## config.mk

```make
export PLATFORM = sky130hd
export DESIGN_NAME = bcd_mac_seq
export DESIGN_NICKNAME = d
export VERILOG_FILES = /design/src/rtl/bcd_mac_seq.sv
export SDC_FILE = /design/constraint.sdc
export NUM_CORES = 1
export LEC_CHECK = 0
export BUFFER_PORTS_ARGS = -buffer_cell sky130_fd_sc_hd__buf_4
export CORE_UTILIZATION = 47
export DETAILED_ROUTE_END_ITERATION = 8
export PLACE_DENSITY_LB_ADDON = 0.2
export SLEW_MARGIN = 20
export SYNTH_ARGS = -nofsm -noshare
export SYNTH_HDL_FRONTEND = slang
export SYNTH_SLANG_ARGS = --single-unit
```

## constraint.sdc

```tcl
create_clock -name CLK -period 1.7 [get_ports CLK]
set_clock_uncertainty 0.1 [all_clocks]
set_input_delay 0.255 -clock CLK [delete_from_list [all_inputs] [get_ports CLK]]
set_output_delay 0.255 -clock CLK [all_outputs]
set_load 0.02 [all_outputs]
```

## src/rtl/bcd_mac_seq.sv

```systemverilog
// ---------------------------------------------------------------------------
// bcd_mac_seq
//
// Sequencing controller for one external 4-digit BCD accumulator. A START
// accepted in IDLE runs one accumulation:
//   CLEAR : pulse ACC_CLR to zero the accumulator
//   FETCH : take one two-digit BCD product over the P_* handshake
//   ADD   : pulse ACC_EN so the accumulator adds ACC_D
//   CAPT  : copy the finished 4-digit sum from ACC_Q into R_DATA
//   DONE  : offer R_DATA over the R_* handshake
// FETCH/ADD repeat NTERMS times before CAPT.
//
// Handshakes (both sides): a transfer happens on a rising CLK edge where
// valid and ready are both high. A valid that is raised stays high, with its
// data stable, until that transfer. P_RDY and R_VALID come straight from
// registers, so they never depend combinationally on P_VALID or R_RDY.
//
// Ports
//   CLK        system clock, all state on the rising edge
//   CLR        asynchronous, active-low reset
//   START      start one accumulation (sampled only in IDLE)
//   BUSY       high in every state except IDLE
//   P_DATA     product: [7:4] tens digit, [3:0] units digit
//   P_VALID    P_DATA valid
//   P_RDY      controller takes P_DATA this cycle
//   ACC_D      registered operand to the accumulator
//   ACC_CLR    synchronous accumulator clear, active high
//   ACC_EN     accumulator load enable
//   ACC_Q      accumulator output, 4 BCD digits, [3:0] least significant
//   R_DATA     captured result
//   R_VALID    R_DATA valid
//   R_RDY      consumer takes R_DATA
//   ERR        sticky: a non-BCD digit arrived during this run
//   DBG_STATE  current FSM state encoding
//   DBG_CNT    current term counter
// ---------------------------------------------------------------------------
module bcd_mac_seq #(
    parameter int NTERMS = 3
) (
    input  logic        CLK,
    input  logic        CLR,
    input  logic        START,
    output logic        BUSY,
    input  logic [7:0]  P_DATA,
    input  logic        P_VALID,
    output logic        P_RDY,
    output logic [7:0]  ACC_D,
    output logic        ACC_CLR,
    output logic        ACC_EN,
    input  logic [15:0] ACC_Q,
    output logic [15:0] R_DATA,
    output logic        R_VALID,
    input  logic        R_RDY,
    output logic        ERR,
    output logic [2:0]  DBG_STATE,
    output logic [3:0]  DBG_CNT
);

    typedef enum logic [2:0] {
        S_IDLE  = 3'd0,
        S_CLEAR = 3'd1,
        S_FETCH = 3'd2,
        S_ADD   = 3'd3,
        S_CAPT  = 3'd4,
        S_DONE  = 3'd5
    } state_t;

    localparam logic [3:0] LAST_TERM = 4'(NTERMS);

    state_t     state;
    logic [3:0] cnt;
    logic [3:0] cnt_inc;
    logic       bad_digit;
    logic       p_take;

    assign cnt_inc   = cnt + 4'd1;
    assign bad_digit = (P_DATA[7:4] > 4'd9) || (P_DATA[3:0] > 4'd9);
    assign p_take    = P_VALID && P_RDY;

    assign DBG_STATE = state;
    assign DBG_CNT   = cnt;

    // The Moore outputs are registered and updated together with the state,
    // so each one always equals a decode of the current state:
    //   BUSY = !IDLE, ACC_CLR = CLEAR, P_RDY = FETCH, ACC_EN = ADD,
    //   R_VALID = DONE.
    always_ff @(posedge CLK or negedge CLR) begin
        if (!CLR) begin
            state   <= S_IDLE;
            cnt     <= 4'd0;
            BUSY    <= 1'b0;
            P_RDY   <= 1'b0;
            ACC_CLR <= 1'b0;
            ACC_EN  <= 1'b0;
            ACC_D   <= 8'h00;
            R_DATA  <= 16'h0000;
            R_VALID <= 1'b0;
            ERR     <= 1'b0;
        end else begin
            case (state)
                S_IDLE: begin
                    if (START) begin
                        state   <= S_CLEAR;
                        cnt     <= 4'd0;
                        ERR     <= 1'b0;
                        BUSY    <= 1'b1;
                        ACC_CLR <= 1'b1;
                    end
                end

                S_CLEAR: begin
                    state   <= S_FETCH;
                    ACC_CLR <= 1'b0;
                    P_RDY   <= 1'b1;
                end

                S_FETCH: begin
                    if (p_take) begin
                        // A malformed product still counts as a term but
                        // contributes zero, so the sum stays valid BCD.
                        if (bad_digit) begin
                            ACC_D <= 8'h00;
                            ERR   <= 1'b1;
                        end else begin
                            ACC_D <= P_DATA;
                        end
                        state  <= S_ADD;
                        P_RDY  <= 1'b0;
                        ACC_EN <= 1'b1;
                    end
                end

                S_ADD: begin
                    cnt    <= cnt_inc;
                    ACC_EN <= 1'b0;
                    if (cnt_inc == LAST_TERM) begin
                        state <= S_CAPT;
                    end else begin
                        state <= S_FETCH;
                        P_RDY <= 1'b1;
                    end
                end

                S_CAPT: begin
                    // The accumulator loaded on the edge that ended ADD, so
                    // ACC_Q already holds the complete sum here.
                    R_DATA  <= ACC_Q;
                    state   <= S_DONE;
                    R_VALID <= 1'b1;
                end

                S_DONE: begin
                    if (R_RDY) begin
                        state   <= S_IDLE;
                        R_VALID <= 1'b0;
                        BUSY    <= 1'b0;
                    end
                end

                default: begin
                    state   <= S_IDLE;
                    BUSY    <= 1'b0;
                    P_RDY   <= 1'b0;
                    ACC_CLR <= 1'b0;
                    ACC_EN  <= 1'b0;
                    R_VALID <= 1'b0;
                end
            endcase
        end
    end

endmodule

```

* Word level (Yosys, flattened, before mapping)
Index checks and enable logic that the tools add are counted.
Cells by class: $add $sub $neg 1, multiply operators 0, divide/modulo/power cells 0, $lt $le $gt $ge 2, equal/unequal tests 11, shift-type cells 0, mux-type cells 22, bitwise gates (word level) 5, reduce and logical (&&, ||, !) cells 19
Operator list (number):
- $pmux 3 s6 | 1
- $reduce_or 4->1 | 4
- $mux 3 | 4
- $ne 2x2->1 const B | 5
- $reduce_and 2->1 | 5
- $reduce_and 3->1 | 3
- $gt 4x4->1 const B | 2
- $mux 1 | 8
- $mux 8 | 1
- $pmux 4 s2 | 1
- $eq 3x2->1 const B | 2
- $eq 3x3->1 const B | 2
- $pmux 1 s2 | 3
- $pmux 1 s3 | 2
- $not 1->1 | 5
- $add 4x1->4 const B | 1
- $eq 4x2->1 const B | 1
- $mux 4 | 1
- $pmux 1 s4 | 1
- $reduce_and 4->1 | 1
- $reduce_bool 2->1 | 2
- $eq 3x1->1 const B | 1
- $logic_not 3->1 | 1
- $reduce_or 3->1 | 1
- 2 further kinds | 2
Word-level totals: bits in registers 37, latch bits 0, memory bits (writable) 0, memory bits (read-only) 0, input bits 29, output and inout bits 37, word-level logic and storage cells 70, memories 0

* Logic depth before layout (Yosys ltp)
word-level depth 5, mapped depth 5, depth with buffers taken out 5

* Worst setup path after synthesis
OpenSTA, ideal clock, no wires.
path type reg-to-reg, start reg state[1] (netlist: DBG_STATE[1]), end reg R_DATA[10], library setup time 127 ps, arrival 1431 ps, data required time 1473 ps, setup slack 42 ps, stages on the path, launching flop included 5, path buffers 2, period minus slack after synthesis 1658 ps, path through dfrtp_1 -> buf_2 -> nor3_4 -> buf_6 -> mux2_1
On the way: word-level cells in the longest chain between the ends 1
Ends and longest elaborated chain:
- from (decl) | RTL line 70 | state_t state;
- from (signal assigned) | RTL line 89 | state <= S_IDLE;
- from (signal assigned) | RTL line 103 | state <= S_CLEAR;
- from (signal assigned) | RTL line 112 | state <= S_FETCH;
- $eq 3x3->1 | RTL line 100 | case (state)
- to (signal assigned) | RTL line 96 | R_DATA <= 16'h0000;
- to (signal assigned) | RTL line 147 | R_DATA <= ACC_Q;
- to (decl) | RTL line 51 | output logic [15:0] R_DATA,
No other way between the ends. A chain may end at the register's enable or synchronous reset.

* Final worst setup path
start reg cnt[0] (netlist: DBG_CNT[0]), end reg state[2] (netlist: DBG_STATE[2])
On the way: word-level cells in the longest chain between the ends 4
Ends and longest elaborated chain:
- from (decl) | RTL line 71 | logic [3:0] cnt;
- from (signal assigned) | RTL line 134 | cnt <= cnt_inc;
- $add 4x1->4 | RTL line 76 | assign cnt_inc = cnt + 4'd1;
- $eq 4x2->1 | RTL line 136 | if (cnt_inc == LAST_TERM) begin
- $mux 3 | RTL line 136
- $pmux 3 s6 | RTL line 100
- to (signal assigned) | RTL line 103
- to (signal assigned) | RTL line 137 | state <= S_CAPT;
- to (signal assigned) | RTL line 139 | state <= S_FETCH;
No other way between the ends.

==> flow_metrics.env <==
export IMPL_place_hpwl_um=2670
export IMPL_path_clk_slew_ns=0.10
export IMPL_ant_nets=0
export IMPL_start_kind="register"
export IMPL_slew_violations=0
export IMPL_critPathRequiredTime_ns=1.83
export IMPL_crit_type="register to register"
export IMPL_status="complete, no violations"
export IMPL_yosysWarnings=0
export IMPL_yosysSeqAreaShare=0.579
export IMPL_regToRegEndpoint="DBG_STATE[2]"
export IMPL_power_frac_seq=0.378
export IMPL_fmax_mhz=635
export IMPL_gp_congestion=0.785
export IMPL_crit_end="DBG_STATE[2]"
export IMPL_coreArea_mm2=0.00315
export IMPL_relSlewSlack=0.696
export IMPL_synth_area_per_cell_um2=12.0
export IMPL_cts_root_buf="clkbuf_4"
export IMPL_cp_arrival_ns=1.71
export IMPL_synth_top_area_share=0.579
export IMPL_grtUsageTotal=0.215
export IMPL_p_per_area_mw_per_mm2=1610
export IMPL_die_w_um=60.4
export IMPL_io_pins=66
export IMPL_cts_setup_buffers=0
export IMPL_grt_pass1_wl_um=5620
export IMPL_hold_depth=2
export IMPL_netlist_instances=133
export IMPL_grt_pass1_vias=1276
export IMPL_worst_pin_slew_ns=0.456
export IMPL_final_common_cell="buf_4"
export IMPL_synth_edf_count=0
export IMPL_drt_initial_drc_count=84
export IMPL_rows=20
export IMPL_num_vias=1364
export IMPL_worstReg2RegStart="DBG_CNT[0]"
export IMPL_final_util=0.721
export IMPL_cp_startpoint="DBG_CNT[0]"
export IMPL_final_cell_mix="buf_4, dfrtp_1, mux2_1"
export IMPL_finalWirelength_um=3560
export IMPL_num_antenna_cells=0
export IMPL_synth_cell_types=32
export IMPL_clkPwrFrac=0.127
export IMPL_final_layout_size_suffix_gt1_frac=0.436
export IMPL_endpoint_kind="register"
export IMPL_port_buffers=65
export IMPL_syn_num_nets=164
export IMPL_finalSetupTns_ns=0
export IMPL_fin_cells=255
export IMPL_clockBufferDepth=2
export IMPL_period_needed_ns=1.58
export IMPL_clock_sinks=37
export IMPL_dp_cells=247
export IMPL_avgViaCountPerCell=5.35
export IMPL_start_util=0.508
export IMPL_final_nets=242
export IMPL_internal_power_uw=2210
export IMPL_maxCapViolations=0
export IMPL_die_area_mm2=0.00364
export IMPL_routedWlPerCell_um=14.0
export IMPL_cts_tree="yes"
export IMPL_report_final_hold_viol_count=0
export IMPL_setup_violations=0
export IMPL_peakVddDrop_uv=869
export IMPL_power_switching_uw=1440
export IMPL_dieHeight_um=60.4
export IMPL_antenna_found_initial=0
export IMPL_synthFlopType="dfrtp_1"
export IMPL_synth_area_mm2=0.00160
export IMPL_grt_overflow_total=0
export IMPL_r2r_cells=5
export IMPL_synth_seq_cells=37
export IMPL_path_max_fanout=6
export IMPL_route_detailed_drc=0
export IMPL_clk_latency_ns=0.33
export IMPL_worst_hold_path_type="input port to register"
export IMPL_numCtsBuffers=5
export IMPL_p_comb_frac=0.495
export IMPL_min_period_over_period=0.927
export IMPL_ctsHtreeMaxLevel=2
export IMPL_regToRegSetupSlack_ns=0.12
export IMPL_async_flop_share=1.00
export IMPL_ys_top_cells_by_area="dfrtp_1, mux2_1, a22o_1"
export IMPL_swShare=0.395
export IMPL_drt_pass1_iter_count=4
export IMPL_leakage_uw=0.00117
export IMPL_synth_top_area_cell="dfrtp_1"
export IMPL_grt_max_degree=38
export IMPL_grt_setup_unrepaired="false"
export IMPL_area_growth_pct=42.1
## power groups by stage
stage	Clock [µW]	Combinational (µW)	Sequential (µW)
after floorplan	0	654	1730
after global placement	0	1750	1370
after detailed placement	0	1790	1400
after CTS	482	1800	1380
after global routing	526	1960	1420
final	465	1810	1380
## cells in the mapped netlist, types with 2 or more instances
| master | number |
|---|---|
| nand4_1 | 2 |
| nand2_1 | 6 |
| mux2_1 | 10 |
| a22oi_1 | 2 |
| mux2_2 | 6 |
| o2bb2ai_1 | 2 |
| buf_2 | 3 |
| a211oi_1 | 3 |
| nor2_1 | 6 |
| a2bb2oi_1 | 2 |
| a31oi_1 | 3 |
| o21ai_0 | 8 |
| ha_1 | 2 |
| inv_1 | 8 |
| a21oi_1 | 9 |
| nor3_1 | 2 |
| dfrtp_1 | 37 |
| a22o_1 | 8 |
## how the worst min path moves through the flow
stage / from / endpoint / slack, ns
6_report: START / ERR / 0.02
5_1_grt: ACC_Q[8] / R_DATA[8] / 0.0008
4_1_cts: START / ERR / 0.007
3_5_place_dp: CLR / ACC_D[1] / 0.14
3_3_place_gp: CLR / ACC_D[7] / 0.13
2_1_floorplan: CLR / ACC_CLR / -0.14
## worst max-delay path, cell delays in order, from the launching register on
cell and delay (ns):
dfrtp_1 0.44, ha_1 0.26, and2_1 0.16, a21oi_1 0.18, o32ai_2 0.11, a32o_1 0.22
## cell families after synthesis
logic type	Yosys count	synth area share
compound gates	42	0.181
flops	37	0.579
simple gates	21	0.0680
mux	16	0.113
buf+inv	15	0.0446
fa+ha+maj	2	0.0156
## registers in the layout, summed over array words and instances (netlist names)
| register | flops |
|---|---|
| ACC_CLR | 1 |
| ACC_D | 8 |
| ACC_EN | 1 |
| BUSY | 1 |
| DBG_CNT | 4 |
| DBG_STATE | 3 |
| ERR | 1 |
| P_RDY | 1 |
| R_DATA | 16 |
| R_VALID | 1 |
## metal layers
| layer | up-vias | share of wire | GRT usage |
|---|---|---|---|
| li1 | 641 | - | - |
| met3 | 7 | 0.081 | 0.0725 |
| met2 | 61 | 0.49 | 0.336 |
| met5 | - | 0 | 0 |
| met1 | 655 | 0.41 | 0.273 |
| met4 | 0 | 0.012 | 0.0930 |
## layout make-up
class,count,area [µm²]
Clock buffer,7,55.1
Sequential cell,37,926
Fill cell,243,880
Multi-Input combinational cell,81,611
Inverter,9,33.8
Tap cell,44,55.1
Timing Repair Buffer,77,593
## repair_timing
| item | CTS | global route |
|---|---|---|
| endpoints found under the setup margin | 0 | 3 |
| resized for setup | 0 | 1 |
| hold buffers | 1 | 0 |
| endpoints found under the hold margin | 37 | 0 |
## through the flow
stage	total power (µW)	cell area (µm²)	hold WS, ns	setup WS (ns)
floorplan	2390	1600	-0.141	0.0417
global placement	3120	2200	0.134	0.155
detailed placement	3190	2200	0.143	0.0823
CTS	3660	2270	0.00666	0.0688
global route	3910	2270	0.000822	0.0111
finish	3650	2270	0.0197	0.125
No activity file was read; power rests on OpenSTA's default activity.
